===== src/rtl/amplitude_measure_engine_pkg.sv =====
// Shared types and constants for the amplitude measurement engine.
package amplitude_pkg;

  // Shared converter sequencing
  typedef enum logic [2:0] {
    ST_IDLE,
    ST_LOAD,
    ST_MULT,
    ST_DABBLE,
    ST_WRITE
  } conv_state_e;

  localparam int unsigned BCD_DIGITS    = 6;
  localparam int unsigned DABBLE_CYCLES = 16;
  localparam int unsigned BIN_W         = DABBLE_CYCLES;
  localparam int unsigned BCD_W         = 4 * BCD_DIGITS;
  localparam int unsigned DD_W          = BCD_W + BIN_W;

  // One double-dabble iteration on {bcd, bin}: add-3 correction then shift left.
  function automatic logic [DD_W-1:0] dabble_step(input logic [DD_W-1:0] x);
    logic [DD_W-1:0] y;
    y = x;
    for (int d = 0; d < int'(BCD_DIGITS); d++) begin
      if (y[BIN_W + 4*d +: 4] >= 4'd5) y[BIN_W + 4*d +: 4] = y[BIN_W + 4*d +: 4] + 4'd3;
    end
    return {y[DD_W-2:0], 1'b0};
  endfunction

endpackage


===== src/rtl/amplitude_measure_engine_bcd.sv =====
// Serial 16-bit binary to 6-digit BCD converter, one bit per clock.
// The first bit is consumed on the start edge, so done rises 15 cycles later.
module bin_to_bcd_serial
  import amplitude_pkg::*;
(
  input  logic             Main_CLK,
  input  logic             Main_RST_n,
  input  logic             start,
  input  logic [BIN_W-1:0] bin_in,
  output logic             done,
  output logic [BCD_W-1:0] bcd_out
);

  localparam int unsigned CNT_W = $clog2(DABBLE_CYCLES);

  logic [DD_W-1:0]  shift_q;
  logic [CNT_W-1:0] left_q;

  // Shift/correct one bit per cycle; done holds until the next start
  always_ff @(posedge Main_CLK or negedge Main_RST_n) begin
    if (!Main_RST_n) begin
      shift_q <= '0;
      left_q  <= '0;
      done    <= 1'b0;
    end else if (start) begin
      shift_q <= dabble_step({BCD_W'(0), bin_in});
      left_q  <= CNT_W'(DABBLE_CYCLES - 1);
      done    <= 1'b0;
    end else if (left_q != '0) begin
      shift_q <= dabble_step(shift_q);
      left_q  <= left_q - CNT_W'(1);
      done    <= (left_q == CNT_W'(1));
    end
  end

  assign bcd_out = shift_q[DD_W-1 -: BCD_W];

endmodule


===== src/rtl/amplitude_measure_engine.sv =====
// Multi-channel cursor amplitude readout: settles each channel's cursors,
// arbitrates a shared multiply + serial BCD converter, and publishes BCD.
// Build option: define AMPLITUDE_ROUNDING_EN to round half up instead of truncating.
module amplitude_measure_engine
  import amplitude_pkg::*;
#(
  parameter int unsigned NUM_CH        = 2,
  parameter int unsigned CURSOR_W      = 9,
  parameter int unsigned SCALE_W       = 7,
  parameter int unsigned FRAC_SHIFT    = 11,
  parameter int unsigned SETTLE_CYCLES = 32
) (
  input  logic                         Main_CLK,
  input  logic                         Main_RST_n,
  input  logic [SCALE_W-1:0]           Amplitude_Scale,
  input  logic [NUM_CH*CURSOR_W-1:0]   Up_Cursor,
  input  logic [NUM_CH*CURSOR_W-1:0]   Down_Cursor,
  output logic [NUM_CH*BCD_W-1:0]      CH_BCD,
  output logic [NUM_CH-1:0]            CH_Valid,
  output logic [NUM_CH-1:0]            Result_Strobe,
  output logic                         Busy
);

  localparam int unsigned CH_W      = (NUM_CH > 1) ? $clog2(NUM_CH) : 1;
  localparam int unsigned SET_W     = $clog2(SETTLE_CYCLES + 1);
  localparam int unsigned PROD_W    = SCALE_W + CURSOR_W + 10;
  localparam int unsigned SUM_W     = PROD_W + 1;
  localparam int unsigned V100_MAX  = 999999;
  localparam int unsigned BIN_MAX   = (1 << BIN_W) - 1;
  localparam logic [SET_W-1:0] SETTLE_MAX = SET_W'(SETTLE_CYCLES - 1);
  localparam logic [BCD_W-1:0] ALL_NINES  = {BCD_DIGITS{4'h9}};
`ifdef AMPLITUDE_ROUNDING_EN
  localparam logic [SUM_W-1:0] ROUND_ADD = SUM_W'(1) << (FRAC_SHIFT - 1);
`else
  localparam logic [SUM_W-1:0] ROUND_ADD = '0;
`endif

  conv_state_e state_q, state_d;

  logic [SCALE_W-1:0]         scale_q;
  logic [NUM_CH*CURSOR_W-1:0] up_q, down_q;
  logic [NUM_CH-1:0]          chg_c, req_c;
  logic [CH_W-1:0]            rr_ptr_q, cur_ch_q, grant_ch_c;
  logic                       grant_c, start_c, dirty_q, sat_q, cur_chg_c;
  logic [CURSOR_W-1:0]        cur_up_c, cur_dn_c, diff_op_q;
  logic [SCALE_W-1:0]         scale_op_q;
  logic [PROD_W-1:0]          prod_c;
  logic [SUM_W-1:0]           sum_c, v100_c;
  logic                       sat_c, cvt_done;
  logic [BIN_W-1:0]           cvt_bin_c;
  logic [BCD_W-1:0]           cvt_bcd;

  // Per-channel change detection, settle counting and request generation
  for (genvar k = 0; k < int'(NUM_CH); k++) begin : g_ch
    logic [SET_W-1:0] settle_q;
    logic             armed_q;

    assign chg_c[k] = (Up_Cursor[k*CURSOR_W +: CURSOR_W]   != up_q[k*CURSOR_W +: CURSOR_W])   ||
                      (Down_Cursor[k*CURSOR_W +: CURSOR_W] != down_q[k*CURSOR_W +: CURSOR_W]) ||
                      (Amplitude_Scale != scale_q);
    assign req_c[k] = armed_q && (settle_q == SETTLE_MAX) && !chg_c[k];

    // Restart on change; armed means a conversion is still owed to this channel
    always_ff @(posedge Main_CLK or negedge Main_RST_n) begin
      if (!Main_RST_n) begin
        settle_q <= '0;
        armed_q  <= 1'b1;
      end else if (chg_c[k]) begin
        settle_q <= '0;
        armed_q  <= 1'b1;
      end else begin
        if (settle_q != SETTLE_MAX) settle_q <= settle_q + SET_W'(1);
        if (grant_c && (grant_ch_c == CH_W'(k))) armed_q <= 1'b0;
      end
    end
  end

  // Round-robin pick, searching from the channel after the last grant
  always_comb begin
    int  idx;
    logic found;
    idx        = 0;
    found      = 1'b0;
    grant_ch_c = rr_ptr_q;
    for (int i = 1; i <= int'(NUM_CH); i++) begin
      idx = int'(rr_ptr_q) + i;
      if (idx >= int'(NUM_CH)) idx = idx - int'(NUM_CH);
      if (!found && req_c[CH_W'(idx)]) begin
        found      = 1'b1;
        grant_ch_c = CH_W'(idx);
      end
    end
  end

  // Select the in-flight channel's registered cursors and change flag
  always_comb begin
    cur_chg_c = 1'b0;
    cur_up_c  = '0;
    cur_dn_c  = '0;
    for (int k = 0; k < int'(NUM_CH); k++) begin
      if (cur_ch_q == CH_W'(k)) begin
        cur_chg_c = chg_c[k];
        cur_up_c  = up_q[k*CURSOR_W +: CURSOR_W];
        cur_dn_c  = down_q[k*CURSOR_W +: CURSOR_W];
      end
    end
  end

  // Full-width scaled product, optional rounding, and range clamp
  always_comb begin
    prod_c    = PROD_W'(scale_op_q) * PROD_W'(diff_op_q) * PROD_W'(1000);
    sum_c     = SUM_W'(prod_c) + ROUND_ADD;
    v100_c    = sum_c >> FRAC_SHIFT;
    // anything the 16-bit converter cannot represent also clamps to all nines
    sat_c     = (v100_c > SUM_W'(V100_MAX)) || (v100_c > SUM_W'(BIN_MAX));
    cvt_bin_c = BIN_W'(v100_c);
  end

  // Converter state register
  always_ff @(posedge Main_CLK or negedge Main_RST_n) begin
    if (!Main_RST_n) state_q <= ST_IDLE;
    else             state_q <= state_d;
  end

  // Next state; WRITE grants directly so back-to-back channels keep Busy high
  always_comb begin
    state_d = state_q;
    grant_c = 1'b0;
    start_c = 1'b0;
    unique case (state_q)
      ST_IDLE: begin
        if (|req_c) begin
          grant_c = 1'b1;
          state_d = ST_LOAD;
        end
      end
      ST_LOAD:   state_d = ST_MULT;
      ST_MULT: begin
        start_c = 1'b1;
        state_d = ST_DABBLE;
      end
      ST_DABBLE: if (cvt_done) state_d = ST_WRITE;
      ST_WRITE: begin
        if (|req_c) begin
          grant_c = 1'b1;
          state_d = ST_LOAD;
        end else begin
          state_d = ST_IDLE;
        end
      end
      default:   state_d = ST_IDLE;
    endcase
  end

  // Input history, operand capture, result publishing and arbitration pointer
  always_ff @(posedge Main_CLK or negedge Main_RST_n) begin
    if (!Main_RST_n) begin
      scale_q       <= '0;
      up_q          <= '0;
      down_q        <= '0;
      rr_ptr_q      <= CH_W'(NUM_CH - 1);
      cur_ch_q      <= '0;
      dirty_q       <= 1'b0;
      scale_op_q    <= '0;
      diff_op_q     <= '0;
      sat_q         <= 1'b0;
      CH_BCD        <= '0;
      CH_Valid      <= '0;
      Result_Strobe <= '0;
      Busy          <= 1'b0;
    end else begin
      scale_q       <= Amplitude_Scale;
      up_q          <= Up_Cursor;
      down_q        <= Down_Cursor;
      Busy          <= (state_d != ST_IDLE);
      Result_Strobe <= '0;
      CH_Valid      <= CH_Valid & ~chg_c;
      if ((state_q != ST_IDLE) && cur_chg_c) dirty_q <= 1'b1;
      if (state_q == ST_LOAD) begin
        scale_op_q <= scale_q;
        diff_op_q  <= (cur_up_c >= cur_dn_c) ? (cur_up_c - cur_dn_c) : (cur_dn_c - cur_up_c);
      end
      if (state_q == ST_MULT) sat_q <= sat_c;
      if (state_q == ST_WRITE) begin
        for (int k = 0; k < int'(NUM_CH); k++) begin
          if (cur_ch_q == CH_W'(k)) begin
            CH_BCD[k*BCD_W +: BCD_W] <= sat_q ? ALL_NINES : cvt_bcd;
            Result_Strobe[k]         <= 1'b1;
            if (!dirty_q && !chg_c[k]) CH_Valid[k] <= 1'b1;
          end
        end
      end
      if (grant_c) begin
        rr_ptr_q <= grant_ch_c;
        cur_ch_q <= grant_ch_c;
        dirty_q  <= 1'b0;
      end
    end
  end

  bin_to_bcd_serial u_bcd (
    .Main_CLK   (Main_CLK),
    .Main_RST_n (Main_RST_n),
    .start      (start_c),
    .bin_in     (cvt_bin_c),
    .done       (cvt_done),
    .bcd_out    (cvt_bcd)
  );

endmodule


===== config.mk =====
export PLATFORM = sky130hd
export DESIGN_NAME = amplitude_measure_engine
export DESIGN_NICKNAME = d
export VERILOG_FILES = /design/src/rtl/amplitude_measure_engine_pkg.sv /design/src/rtl/amplitude_measure_engine_bcd.sv /design/src/rtl/amplitude_measure_engine.sv
export SDC_FILE = /design/constraint.sdc
export NUM_CORES = 1
export LEC_CHECK = 0
export CORE_MARGIN = 10
export CORE_UTILIZATION = 50
export DETAILED_ROUTE_END_ITERATION = 6
export GPL_TIMING_DRIVEN = 0
export HOLD_SLACK_MARGIN = 0.06
export PLACE_DENSITY = 0.69
export REMOVE_ABC_BUFFERS = 1
export SLEW_MARGIN = 20
export SYNTH_ARGS = -nofsm -noshare
export SYNTH_HDL_FRONTEND = slang
export SYNTH_SLANG_ARGS = --single-unit

===== constraint.sdc =====
create_clock -name Main_CLK -period 9.6 [get_ports Main_CLK]
set_input_delay 1.92 -clock Main_CLK [delete_from_list [all_inputs] [get_ports Main_CLK]]
set_output_delay 1.92 -clock Main_CLK [all_outputs]
set_load 0.03 [all_outputs]

==> results.md, run 1 <==
* Run status: finished, final reports clean
* Post-cts resize count at 0
* Hold path depth at 2
* Total GRT Usage at 16.1%
* Fin Clk Skew at 0.0231 ns
* CTS tree: done
* Post-route DRC at 0
* Cell Area, Placed at 14,300 sq um
* Commonest non-fill, non-tap cell in the layout: dfrtp_1
* Post-route clock period utilization at 91.2%
* Cell count after synthesis at 1,284
* Share of cells above drive strength 1 at 8.54%
* First-pass GRT wire length at 44.9 mm
* Via/cell ratio at 5.32
* Slew Viols, Final at 0
* GPL Wtd Cong at 0.840
* Area Overhead vs Synth at 15.3%
* Vias in the first global route at 9,225
* Core Area at 25,300 sq um
* 1st-iter DRT viols at 408
* Cell variety after synth at 71
* Setup Fix Bufs, Post-CTS at 0
* Post-layout min period at 8.76 ns
* FF-to-FF End: u_bcd.shift_q[15]$_DFFE_PN0P_
* CTS max path bufs at 2
* Post-Route WL at 26.2 mm
* Die X at 181 um
* Placed Instances at 1,680
* Worst Hold Endpoint: scale_op_q[4]$_DFFE_PN0N_
* Syn avg cell area at 10.1 sq um
* DIE HEIGHT at 181 um
* Yosys warns at 0
* #FFs+latches synth at 176
* Worst path max stage delay at 0.61 ns
* CP startpoint: scale_op_q[3]$_DFFE_PN0N_
* Crit Path Max Fanout at 10
* Num CTS Buffers at 17
* Final Cell Area at 15,000 sq um
* Delay-heaviest family, CP: adder cells
* Most frequent cells in the layout: 172 x dfrtp_1, 155 x inv_1, 135 x nand2_1
* CP Data Required Time at 9.94 ns
* Routed Antenna Nets at 0
* Worst-margin pin slew at 0.925 ns
* Via Count at 9,109
* WHS at 0.478 ns
* Drt first pass iters at 5
* Min-delay worst type: reg2reg
* Number of diodes at 0
* Register area share after synthesis at 34.0%
* Slew margin rel. at 37.9%
* Hold path start: scale_q[4]$_DFF_PN0_
* Syn Std Cell Area at 13,000 sq um
* I/O pins at 98
* Reg clk slew, reported paths at 0.09 ns
* Clock Latency Late Sink at 0.45 ns
* Starting density of the core at 51.2%
* Worst setup EP type: register
* Hold Buf Count CTS at 0
* Buffers on Ports at 97
* Slowest library cell on the worst path: xnor2_1
* F_max at 114 MHz
* Reg2Reg Depth at 30
* Routed length per placed instance at 15.3 um
* Post-synth ARST share at 100%
* Die area at 32,800 sq um
* Setup slack, reg-to-reg at 0.84 ns
* WS Path Type: reg2reg
* Clock Sinks at 176
* Num rows at 58
* Fin. Hold Viols at 0
* MaxCap Viol Count at 0
* Root buf cell: clkbuf_16
* EDFF count, synth at 0
* Cell mode on critical path: fa_1
* Reg2reg start: scale_op_q[3]$_DFFE_PN0N_
* Final std cells w/o fill at 1,712
* Critical Path Start Type: register
* GRT overflow at 0
* Synth Flop Type: dfrtp_1
* RSZ-0062 raised after global routing: no
* Count of final setup violators at 0
* Data arrival, critical path at 9.09 ns
* Final HPWL from detailed placement at 19.9 mm
* Initial antenna violation count at 0
* Largest net degree at the start of global routing at 91
* Final layout net count at 1,615
* CTS H-tree depth at 4
* Worst Path Buf+Inv at 6
-- final cells by class --
type	count	area (sq um)
Timing Repair Buffer	101	1080
Clock buffer	17	425
Clock inverter	15	186
Sequential cell	176	4410
Inverter	157	589
Tap cell	330	413
Multi-Input combinational cell	916	7850
Fill cell	2123	10400
-- worst max path at each step --
stage          slack [ns]                            end  cells after the start
4_1_cts              0.75  u_bcd.shift_q[15]$_DFFE_PN0P_                     30
3_3_place_gp        -0.70           scale_q[1]$_DFF_PN0_                      1
6_report             0.84  u_bcd.shift_q[15]$_DFFE_PN0P_                     30
3_5_place_dp         0.79  u_bcd.shift_q[15]$_DFFE_PN0P_                     30
5_1_grt              0.28  u_bcd.shift_q[15]$_DFFE_PN0P_                     29
2_1_floorplan        1.57  u_bcd.shift_q[15]$_DFFE_PN0P_                     30
-- worst reg2reg max path: cells and delay by family (launching register included) --
kind | cells | cell delay, ns
flops | 1 | 0.51
xor+xnor | 2 | 0.82
compound gates | 10 | 1.83
buf+inv | 6 | 0.43
fa+ha+maj | 9 | 4.27
simple gates | 3 | 0.79
-- stage by stage --
stage	setup WS [ns]	util, %	setup TNS (ns)
floorplan	1.57	-	0
global placement	-0.699	56.1	-118.48
detailed placement	0.792	56.6	0
CTS	0.751	59.0	0
global route	0.280	59.0	0
finish	0.842	59.0	0
-- synth_stat cells (all sizes together), types with 23 or more instances --
master,count,area share (%)
a21oi,66,2.6
and2,54,2.6
clkbuf,23,0.67
dfrtp,173,33
fa,84,13
ha,117,11
inv,157,4.5
mux2,52,4.5
mux2i,27,2.1
nand2,136,3.9
nand3,25,1.0
nor2,41,1.2
o21ai,45,1.8
xnor2,39,3.0
xor2,49,3.3
-- cell families after synthesis --
logic type               synth area share [%]
adder cells (fa/ha/maj)                  24.4
XOR/XNOR                                 6.29
multiplexers                             6.60
buffers and inverters                    5.66
AND/OR/NAND/NOR                          13.7
AO/OA/AOI/OAI                            9.39
flip-flops                               34.0
-- sequential cells by signal, summed over array words and instances, names as in the netlist --
signal and cells:
cur_ch_q 1, u_bcd.left_q 4, g_ch.armed_q 2, up_q 18
down_q 18, g_ch.settle_q 12, u_bcd.shift_q 39, scale_q 7
diff_op_q 9, u_bcd.done 1, dirty_q 1, state_q 3
CH_Valid 2, Busy 1, scale_op_q 7, rr_ptr_q 1
CH_BCD 48, Result_Strobe 2
-- metal layers --
metal	GRT usage (%)	up-vias	routed length [um]
li1	-	4460	-
met1	20.7	4519	12200
met2	27.1	104	12800
met3	3.10	26	849
met4	4.13	0	278
met5	0	-	0
Power of run 1 is left out: the tool's default activity adds up to more than one toggle a clock period on the data nets, which glitch-free logic cannot reach.
==> run 2, diff against run 1 <==
--- a/config.mk
+++ b/config.mk
@@ -15,4 +15,5 @@
 export SLEW_MARGIN = 20
 export SYNTH_ARGS = -nofsm -noshare
 export SYNTH_HDL_FRONTEND = slang
+export SYNTH_HIERARCHICAL = 1
 export SYNTH_SLANG_ARGS = --single-unit
==> run 2 against run 1 <==
Non-clock buffer count is 2 higher. Cell count is 1.5% higher. Critical path type unchanged. Global-route usage is 0.40 points higher. Hold slack better by 0.017 ns. Cell area is 2.3% higher.
==> results.md, run 2 <==
* Run status: finished, final reports clean
* Root buf cell: clkbuf_16
* Critical Path Start Type: register
* Register area share after synthesis at 32.7%
* First-pass GRT wire length at 47.2 mm
* Yosys warns at 6
* Area of the multi-input gates at 8170 sq um
* Post-Route WL at 26.3 mm
* Fin Clk Skew at 0.0204 ns
* Vias in the first global route at 10,000
* Min-delay worst type: reg2reg
* F_max at 115 MHz
* Reg clk slew, reported paths at 0.07 ns
* Slowest library cell on the worst path: nor2_1
* Commonest non-fill, non-tap cell in the layout: dfrtp_1
* Final WS setup at 0.927 ns
* CTS tree: done
* Worst-margin pin slew at 0.924 ns
* Cell variety after synth at 75
* Largest net degree at the start of global routing at 86
* Register Area at 4410 sq um
* GPL Wtd Cong at 0.834
* # fillers at 2,326
* Synth cell count leaders: 173 x dfrtp_1, 155 x inv_1, 117 x ha_1
* Clock Sinks at 176
* Buffers on Ports at 97
* Area contributors post-synth: dfrtp_1 32%, fa_1 12%, ha_1 11%, inv_1 4.3%, mux2_2 4.3%
* GRT overflow at 0
* Reg2reg start: scale_op_q[3]$_DFFE_PN0P_
* Syn avg cell area at 10.2 sq um
* CP startpoint: scale_op_q[3]$_DFFE_PN0P_
* WS Path Type: reg2reg
* I/O pins at 98
* Core Area at 26,700 sq um
* Initial antenna violation count at 0
* 1st-iter DRT viols at 542
* Routed Antenna Nets at 0
* Largest register by flop count: CH_BCD
* Final HPWL from detailed placement at 20.4 mm
* Via/cell ratio at 5.45
* Synth Flop Type: dfrtp_1
* Setup Fix Bufs, Post-CTS at 0
* DIE HEIGHT at 184 um
* Die area at 33,900 sq um
* Cell count after synthesis at 1,323
* Area Overhead vs Synth at 13.4%
* Post-layout min period at 8.67 ns
* Post-route clock period utilization at 90.3%
* Final Util at 57.2%
* MaxCap Viol Count at 0
* Post-synth ARST share at 100%
* Number of diodes at 0
* Cell taking the most area after synthesis: dfrtp_1
* Cell mode on critical path: fa_1
* Drt first pass iters at 5
* Post-route DRC at 0
* Syn Std Cell Area at 13,500 sq um
* Slew margin rel. at 38.0%
* Count leader, synth: dfrtp_1
* Clock Latency Late Sink at 0.43 ns
* Total GRT Usage at 16.5%
* Slew Viols, Final at 0
* Top Registers: CH_BCD (48), u_bcd/shift_q (39)
* Data arrival, critical path at 8.95 ns
* Hold path start: scale_q[5]$_DFF_PN0_
* Worst path max stage delay at 0.62 ns
* EDFF count, synth at 0
* Fin. Hold Viols at 0
* Max FFs per register at 48
* Crit Path Max Fanout at 10
* Num rows at 60
* Worst setup EP type: register
* #FFs+latches synth at 176
* Starting density of the core at 50.4%
* RSZ-0062 raised after global routing: no
* CP Data Required Time at 9.87 ns
* Count of final setup violators at 0
* Most frequent cells in the layout: 172 x dfrtp_1, 155 x inv_1, 117 x ha_1
* Num CTS Buffers at 17
* Hold Buf Count CTS at 0
* Post-cts resize count at 0
* Die X at 184 um
* Share of cells above drive strength 1 at 8.95%
* CTS max path bufs at 2
* Setup slack, reg-to-reg at 0.93 ns
* CTS H-tree depth at 4
* Final layout net count at 1,630
* Share of the synthesized area in the top cell type at 32.1%
* Via Count at 9,467
* Routed length per placed instance at 15.2 um
* Setup WS pre-CTS at 0.920 ns
run 2: cell count changes after synthesis, sizes merged, moves of 23 or more:
cell and change:
nor2 +23, xnor2 +25, a21oi -29, buf +29
nand2 -46, xor2 -31
run 2: path summary, 6_finish.rpt:
| path | end | cells after the start |
|---|---|---|
| min in group asynchronous | u_bcd/shift_q[38]$_DFFE_PN0P_ | 1 |
| max reg2reg | u_bcd/shift_q[15]$_DFFE_PN0P_ | 29 |
| min reg2reg | scale_op_q[5]$_DFFE_PN0P_ | 2 |
| max in group asynchronous | g_ch[1].armed_q$_DFFE_PN1P_ | 3 |
| max | u_bcd/shift_q[15]$_DFFE_PN0P_ | 29 |
| min | scale_op_q[5]$_DFFE_PN0P_ | 2 |
run 2: area by class of cell:
| cell class | instances | area share [%] |
|---|---|---|
| clock inverters | 15 | 1.20 |
| clock buffers | 17 | 2.78 |
| flip-flops and latches | 176 | 28.8 |
| multi-input cells | 931 | 53.4 |
| well taps | 341 | 2.79 |
| inverters | 155 | 3.81 |
| repair buffers | 103 | 7.15 |
run 2: critical path: cells and delay by family, from the launching register on:
| family | cells | cell delay, ns |
|---|---|---|
| AO/OA/AOI/OAI | 4 | 1.13 |
| XOR/XNOR | 2 | 0.34 |
| adder cells (fa/ha/maj) | 10 | 4.69 |
| buffers and inverters | 5 | 0.25 |
| flip-flops | 1 | 0.51 |
| AND/OR/NAND/NOR | 8 | 1.60 |
run 2: cell families (layout without fill, tap and decap cells):
logic type	Yosys count	count (layout)	share of synthesized area (%)
compound gates	207	207	10.9
flops	176	176	32.7
buf+inv	216	290	6.94
other cells	1	1	0.0278
xor+xnor	82	82	5.58
mux	88	88	7.01
fa+ha+maj	202	202	23.4
simple gates	351	351	13.5
run 2: layer usage:
metal	GRT usage [%]	wire, um	vias to the layer above
met5	0	0	-
li1	-	-	4609
met2	27.3	12600	148
met1	21.8	12600	4696
met4	3.08	181	0
met3	3.56	1000	14
run 2: stage by stage:
step | setup TNS [ns] | hold WS (ns) | instance area, sq um | cells
floorplan | 0 | 0.453 | 13100 | 1262
global placement | -163.13 | 0.487 | 14500 | 1700
detailed placement | 0 | 0.480 | 14700 | 1706
CTS | 0 | 0.500 | 15300 | 1738
global route | 0 | 0.531 | 15300 | 1738
finish | 0 | 0.494 | 15300 | 1738
Power of run 2 is left out for the same reason.
